==> config.mk <==
export PLATFORM = sky130hd
export DESIGN_NAME = noc_c2_out_arbiter
export DESIGN_NICKNAME = d
export VERILOG_FILES = /design/src/rtl/noc_c2_out_arbiter.sv
export SDC_FILE = /design/constraint.sdc
export NUM_CORES = 1
export LEC_CHECK = 0
export ABC_AREA = 1
export ABC_CLOCK_PERIOD_IN_PS = 1670
export CAP_MARGIN = 20
export CORE_AREA = 2 2 76 71
export DETAILED_ROUTE_END_ITERATION = 10
export DIE_AREA = 0 0 78 73
export PLACE_DENSITY = 0.72
export RECOVER_POWER = 100
export SLEW_MARGIN = 20
export SYNTH_ARGS = -nofsm -noshare
export SYNTH_HDL_FRONTEND = slang
export SYNTH_SLANG_ARGS = --single-unit
==> constraint.sdc <==
create_clock -name clk -period 1.67 [get_ports clk]
set_clock_uncertainty 0.05 [all_clocks]
set_input_delay 0.501 -clock clk [delete_from_list [all_inputs] [get_ports clk]]
set_output_delay 0.501 -clock clk [all_outputs]
set_load 0.1 [all_outputs]
==> src/rtl/noc_c2_out_arbiter.sv <==
// Round-robin arbiter sharing the cluster-2 output link between the C1 and P sources,
// with a single-entry registered output buffer and saturating per-source packet counters.
module noc_c2_out_arbiter #(
    parameter int unsigned WIDTH = 16,
    parameter int unsigned CNTW  = 8
) (
    input  logic             clk,
    input  logic             reset,
    input  logic             c1_valid_i,
    input  logic [WIDTH-1:0] c1_data_i,
    output logic             c1_ready_o,
    input  logic             p_valid_i,
    input  logic [WIDTH-1:0] p_data_i,
    output logic             p_ready_o,
    output logic             out_valid_o,
    output logic [WIDTH-1:0] out_data_o,
    output logic             out_src_o,
    input  logic             out_ready_i,
    output logic [CNTW-1:0]  c1_cnt_o,
    output logic [CNTW-1:0]  p_cnt_o
);

    localparam logic SrcC1 = 1'b0;
    localparam logic SrcP  = 1'b1;

    typedef enum logic {StEmpty, StFull} state_e;

    state_e           state_q, state_d;
    logic [WIDTH-1:0] data_q, data_d;
    logic             src_q, src_d;
    logic             last_grant_q, last_grant_d;
    logic [CNTW-1:0]  c1_cnt_q, c1_cnt_d;
    logic [CNTW-1:0]  p_cnt_q, p_cnt_d;

    logic gnt_valid;
    logic gnt_src;
    logic can_accept;
    logic accept;

    // On contention the source that did not win the last accepted transfer goes next.
    always_comb begin
        gnt_valid = c1_valid_i | p_valid_i;
        if (c1_valid_i && p_valid_i) begin
            gnt_src = ~last_grant_q;
        end else begin
            gnt_src = p_valid_i ? SrcP : SrcC1;
        end
    end

    // A FULL buffer that drains this cycle may refill in the same cycle.
    assign can_accept = (state_q == StEmpty) | out_ready_i;
    assign accept     = can_accept & gnt_valid;

    assign c1_ready_o = accept & (gnt_src == SrcC1);
    assign p_ready_o  = accept & (gnt_src == SrcP);

    always_comb begin
        state_d      = state_q;
        data_d       = data_q;
        src_d        = src_q;
        last_grant_d = last_grant_q;
        c1_cnt_d     = c1_cnt_q;
        p_cnt_d      = p_cnt_q;

        unique case (state_q)
            StEmpty: begin
                if (accept) begin
                    state_d = StFull;
                end
            end
            StFull: begin
                if (accept) begin
                    state_d = StFull;
                end else if (out_ready_i) begin
                    state_d = StEmpty;
                end
            end
            default: state_d = StEmpty;
        endcase

        if (accept) begin
            data_d       = (gnt_src == SrcP) ? p_data_i : c1_data_i;
            src_d        = gnt_src;
            last_grant_d = gnt_src;
            if (gnt_src == SrcC1) begin
                if (c1_cnt_q != {CNTW{1'b1}}) begin
                    c1_cnt_d = c1_cnt_q + CNTW'(1);
                end
            end else begin
                if (p_cnt_q != {CNTW{1'b1}}) begin
                    p_cnt_d = p_cnt_q + CNTW'(1);
                end
            end
        end
    end

    always_ff @(posedge clk or posedge reset) begin
        if (reset) begin
            state_q      <= StEmpty;
            data_q       <= '0;
            src_q        <= SrcC1;
            last_grant_q <= SrcP;
            c1_cnt_q     <= '0;
            p_cnt_q      <= '0;
        end else begin
            state_q      <= state_d;
            data_q       <= data_d;
            src_q        <= src_d;
            last_grant_q <= last_grant_d;
            c1_cnt_q     <= c1_cnt_d;
            p_cnt_q      <= p_cnt_d;
        end
    end

    assign out_valid_o = (state_q == StFull);
    assign out_data_o  = data_q;
    assign out_src_o   = src_q;
    assign c1_cnt_o    = c1_cnt_q;
    assign p_cnt_o     = p_cnt_q;

endmodule

Word level (Yosys, flattened, before mapping) --
Index checks and enable logic that the tools add are counted.
Storage, ports and cells: output and inout bits 36, bits in writable memories 0, input bits 37, memory bits (read-only) 0, latch bits 0, memories 0, register bits 35, logic and storage cells 28
Cells by class: div/mod/pow operators 0, add/subtract/negate cells 2, mux-type cells 7, bitwise logic cells 8, reduce and logical (&&, ||, !) cells 3, $mul 0, order comparisons 0, shifts and indexed selects 0, equality and inequality tests 2
Operators by type and width (count):
- 8-bit by 1-bit adder with 8-bit output, second input constant | 2
- 16-bit two-way mux | 1
- 8-bit != test, second input constant | 2
- 3-bit AND reduction | 2
- 1-bit two-way mux | 5
- 1-bit AND | 3
- 1-bit NOT | 3
- 1-bit OR | 2
- 1-bit one-hot mux with 2 select lines | 1
- 1-bit logical AND | 1

Logic depth before layout (Yosys ltp) --
depth in word-level cells 5, gate-level depth with buffers 8, gate-level depth less buffers 8

Least setup slack after synthesis --
No wires, ideal clock.
path type reg2out, start point register state_q (netlist: out_valid_o), end point output port c1_ready_o, stages on the path, launching flop included 5, data required time 1.119 ns, slack -0.456 ns, buffers on the path 1, arrival time 1.575 ns, path through dfrtp_1 nand2_1 nand3_4 inv_6 buf_12
On the way: word-level cells in the longest chain between the ends 4
RTL lines:
- start: declaration | line 28 | state_e state_q, state_d;
- start signal: assignment | line 99 | state_q <= StEmpty;
- start signal: assignment | line 106 | state_q <= state_d;
- 1-bit NOT | line 51 | assign can_accept = (state_q == StEmpty) | out_ready_i;
- 1-bit OR | line 51
- 1-bit AND | line 52 | assign accept = can_accept & gnt_valid;
- 1-bit AND | line 54 | assign c1_ready_o = accept & (gnt_src == SrcC1);
- end: declaration | line 11 | output logic c1_ready_o,
Every way passes these cells.

Worst setup path in the final report --
start point register last_grant_q, end point output port p_ready_o
On the way: word-level cells in the longest chain between the ends 3
RTL lines:
- start: declaration | line 31 | logic last_grant_q, last_grant_d;
- start signal: assignment | line 102 | last_grant_q <= SrcP;
- start signal: assignment | line 109 | last_grant_q <= last_grant_d;
- 1-bit NOT | line 44 | gnt_src = ~last_grant_q;
- 1-bit two-way mux | line 43 | if (c1_valid_i && p_valid_i) begin
- 1-bit AND | line 55 | assign p_ready_o = accept & (gnt_src == SrcP);
- end: declaration | line 14 | output logic p_ready_o,
Every way passes these cells.

==> flow_metrics.tcl <==
set metrics [dict create \
    syn_to_final_growth_pct 59.9 \
    slew_headroom 0.414 \
    arrival_ns 1.29 \
    required_ns 1.12 \
    route.detailed.wl_per_inst_um 12.3 \
    maxCapViolCount 0 \
    fin_crit_ns 1.84 \
    fin_util 0.609 \
    syn_area_mm2 0.00191 \
    final_common_cell "nand2_1" \
    routed_via_density 4.53 \
    wl_um 4880 \
    cts_hold_buf 0 \
    ff_latch_area_um2 881 \
    root_buffer "clkbuf_8" \
    ys_types 23 \
    synthesis.nets 281 \
    drive_gt1_frac 0.290 \
    seq_area_frac_synth 0.460 \
    start_kind "flip-flop" \
    insertion_delay_ns 0.28 \
    ir_worst_vdd_mv 1.22 \
    cts.sinks 35 \
    yosysWarnings 0 \
    die_area_mm2 0.00569 \
    final_nets 369 \
    max_freq_mhz 543 \
    syn_area_per_cell_um2 7.88 \
    cts_buffers 5 \
    status "finished, violations left" \
    dp_hpwl_um 3580 \
    htree_levels 2 \
    die_h_um 73 \
    endpoint_kind "output port" \
    report.final.slew_viol_count 0 \
    rows 25 \
    initial_core_util 0.381 \
    violations "setup timing" \
    yosys.area.top_type_share 0.446 \
    path_class "reg -> out" \
    final_cell_mix "nand2_1 (108), dfrtp_1 (33), clkdlybuf4s50_1 (32)" \
    drt-initial-drc-count 73 \
    place.gp.congestion 0.830 \
    overflow 0 \
    power_leakage_nw 1.47 \
    yosys_register_bits 35 \
    fin_crit_sh 1.10 \
    netlist_top_cells_area "dfrtp_1 (45%), nand2_1 (22%), nand3_2 (5.2%)" \
    antenna_found_initial 0 \
    setup_slack_ns -0.173 \
    die_x_um 78 \
    drtPass1Iterations 4 \
    worstHoldPathType "reg -> reg" \
    preCtsSetupSlack_ns -0.427 \
    clk_pin_slew_ns 0.06 \
    finalSetupViolations 2 \
    hold_violations 0 \
    drcViolationCount 0 \
    multi_input_area_um2 928 \
    port_buffers 72 \
    grt_max_degree 36 \
    vias 1802 \
    powerDensity_mw_per_mm2 1380 \
    io_pins 73 \
    worst_pin_slew_ns 0.879 \
    synth_cells 242 \
    insertedDiodeCount 0 \
    antenna_left 0 \
    cts_tree "done" \
    n_fill_cell 450 \
    grt_usage 0.173 \
    clockBufferDepth 2 \
    yosysTopAreaCell "dfrtp_1" \
    cp_max_fo 2 \
    core_area_mm2 0.00500 \
    rsz0062_at_grt "yes" \
    grt_pass1_vias 1695 \
    grt_pass1_wl_um 7620 \
]
[final timing paths]
path | depth (start not counted) | slack [ns] | from | end
max | 5 | -0.17 | last_grant_q | p_ready_o
min | 2 | 0.44 | out_src_o | out_src_o
max reg2reg | 11 | 0.03 | last_grant_q | p_cnt_o[5]
min reg2reg | 2 | 0.44 | out_src_o | out_src_o
max in group asynchronous | 3 | 0.06 | reset | out_valid_o
min in group asynchronous | 3 | 0.87 | reset | c1_cnt_o[6]
[per-stage QoR]
step / TNS, ns / instance area, um2 / power, W / std cells / hold WS (ns)
floorplan: -0.0327 / 1950 / 0.00285 / 242 / 0.418
global placement: -9.62 / 3120 / 0.00385 / 383 / 0.435
detailed placement: -10.98 / 3120 / 0.00389 / 383 / 0.446
CTS: -0.280 / 3230 / 0.00448 / 395 / 0.455
global route: -2.05 / 3050 / 0.00441 / 398 / 0.461
finish: -0.344 / 3050 / 0.00422 / 398 / 0.443
[registers in the layout, indices dropped and copies added (netlist names)]
signal        cells
c1_cnt_o          8
last_grant_q      1
out_data_o       16
out_src_o         1
out_valid_o       1
p_cnt_o           8
[cell type report]
class	instances	area share
clock buffers	7	0.0250
clock inverters	1	0.00164
inverters	20	0.0279
multi-input cells	182	0.304
flip-flops and latches	35	0.289
well taps	67	0.0275
repair buffers	86	0.325
[per-layer routing]
layer  global-route usage  routed length [um]  share of wire  vias up
met5                    0                   0              0        -
met1                0.203                2040           0.42      822
met3               0.0569                 305          0.063        5
met2                0.297                2460           0.51       56
li1                     -                   -              -      919
met4               0.0643                  68          0.014        0
[power by group]
part	internal, W	switching, W	leakage, nW
registers	0.00102	0.000244	0.434
logic	0.000745	0.00163	0.993
clock network	0.000292	0.000291	0.0422
total	0.00206	0.00217	1.47
[what timing repair did]
item / CTS / global route
endpoints found under the setup margin: 18 / 3
buffers inserted: 4 / 3
pin swaps: 3 / 4
gates resized for setup: 7 / 12
[synth_stat cells, drive strengths merged]
| cell type | n |
|---|---|
| o21ai | 6 |
| nor2 | 14 |
| inv | 19 |
| nand4 | 1 |
| ha | 2 |
| dfrtp | 34 |
| nand3 | 27 |
| buf | 5 |
| xor2 | 1 |
| clkinv | 1 |
| nand2 | 127 |
| xnor2 | 4 |
| dfstp | 1 |
[logic make-up after synthesis]
group,Yosys count,synth area share
adders and majority gates,2,0.0131
xor gates and xnor gates,5,0.0230
DFF,35,0.460
AOI/OAI and AO/OA,6,0.0157
and+or+nand+nor,169,0.419
buffers and inverters,25,0.0696
[worst max-delay path: stages (launching register included)]
cell	delay [ns]
dfstp_2	0.55
nand2_2	0.07
nand2_4	0.09
buf_12	0.11
nor2_4	0.04
buf_12	0.16
Power figures use the tool's default switching activity.
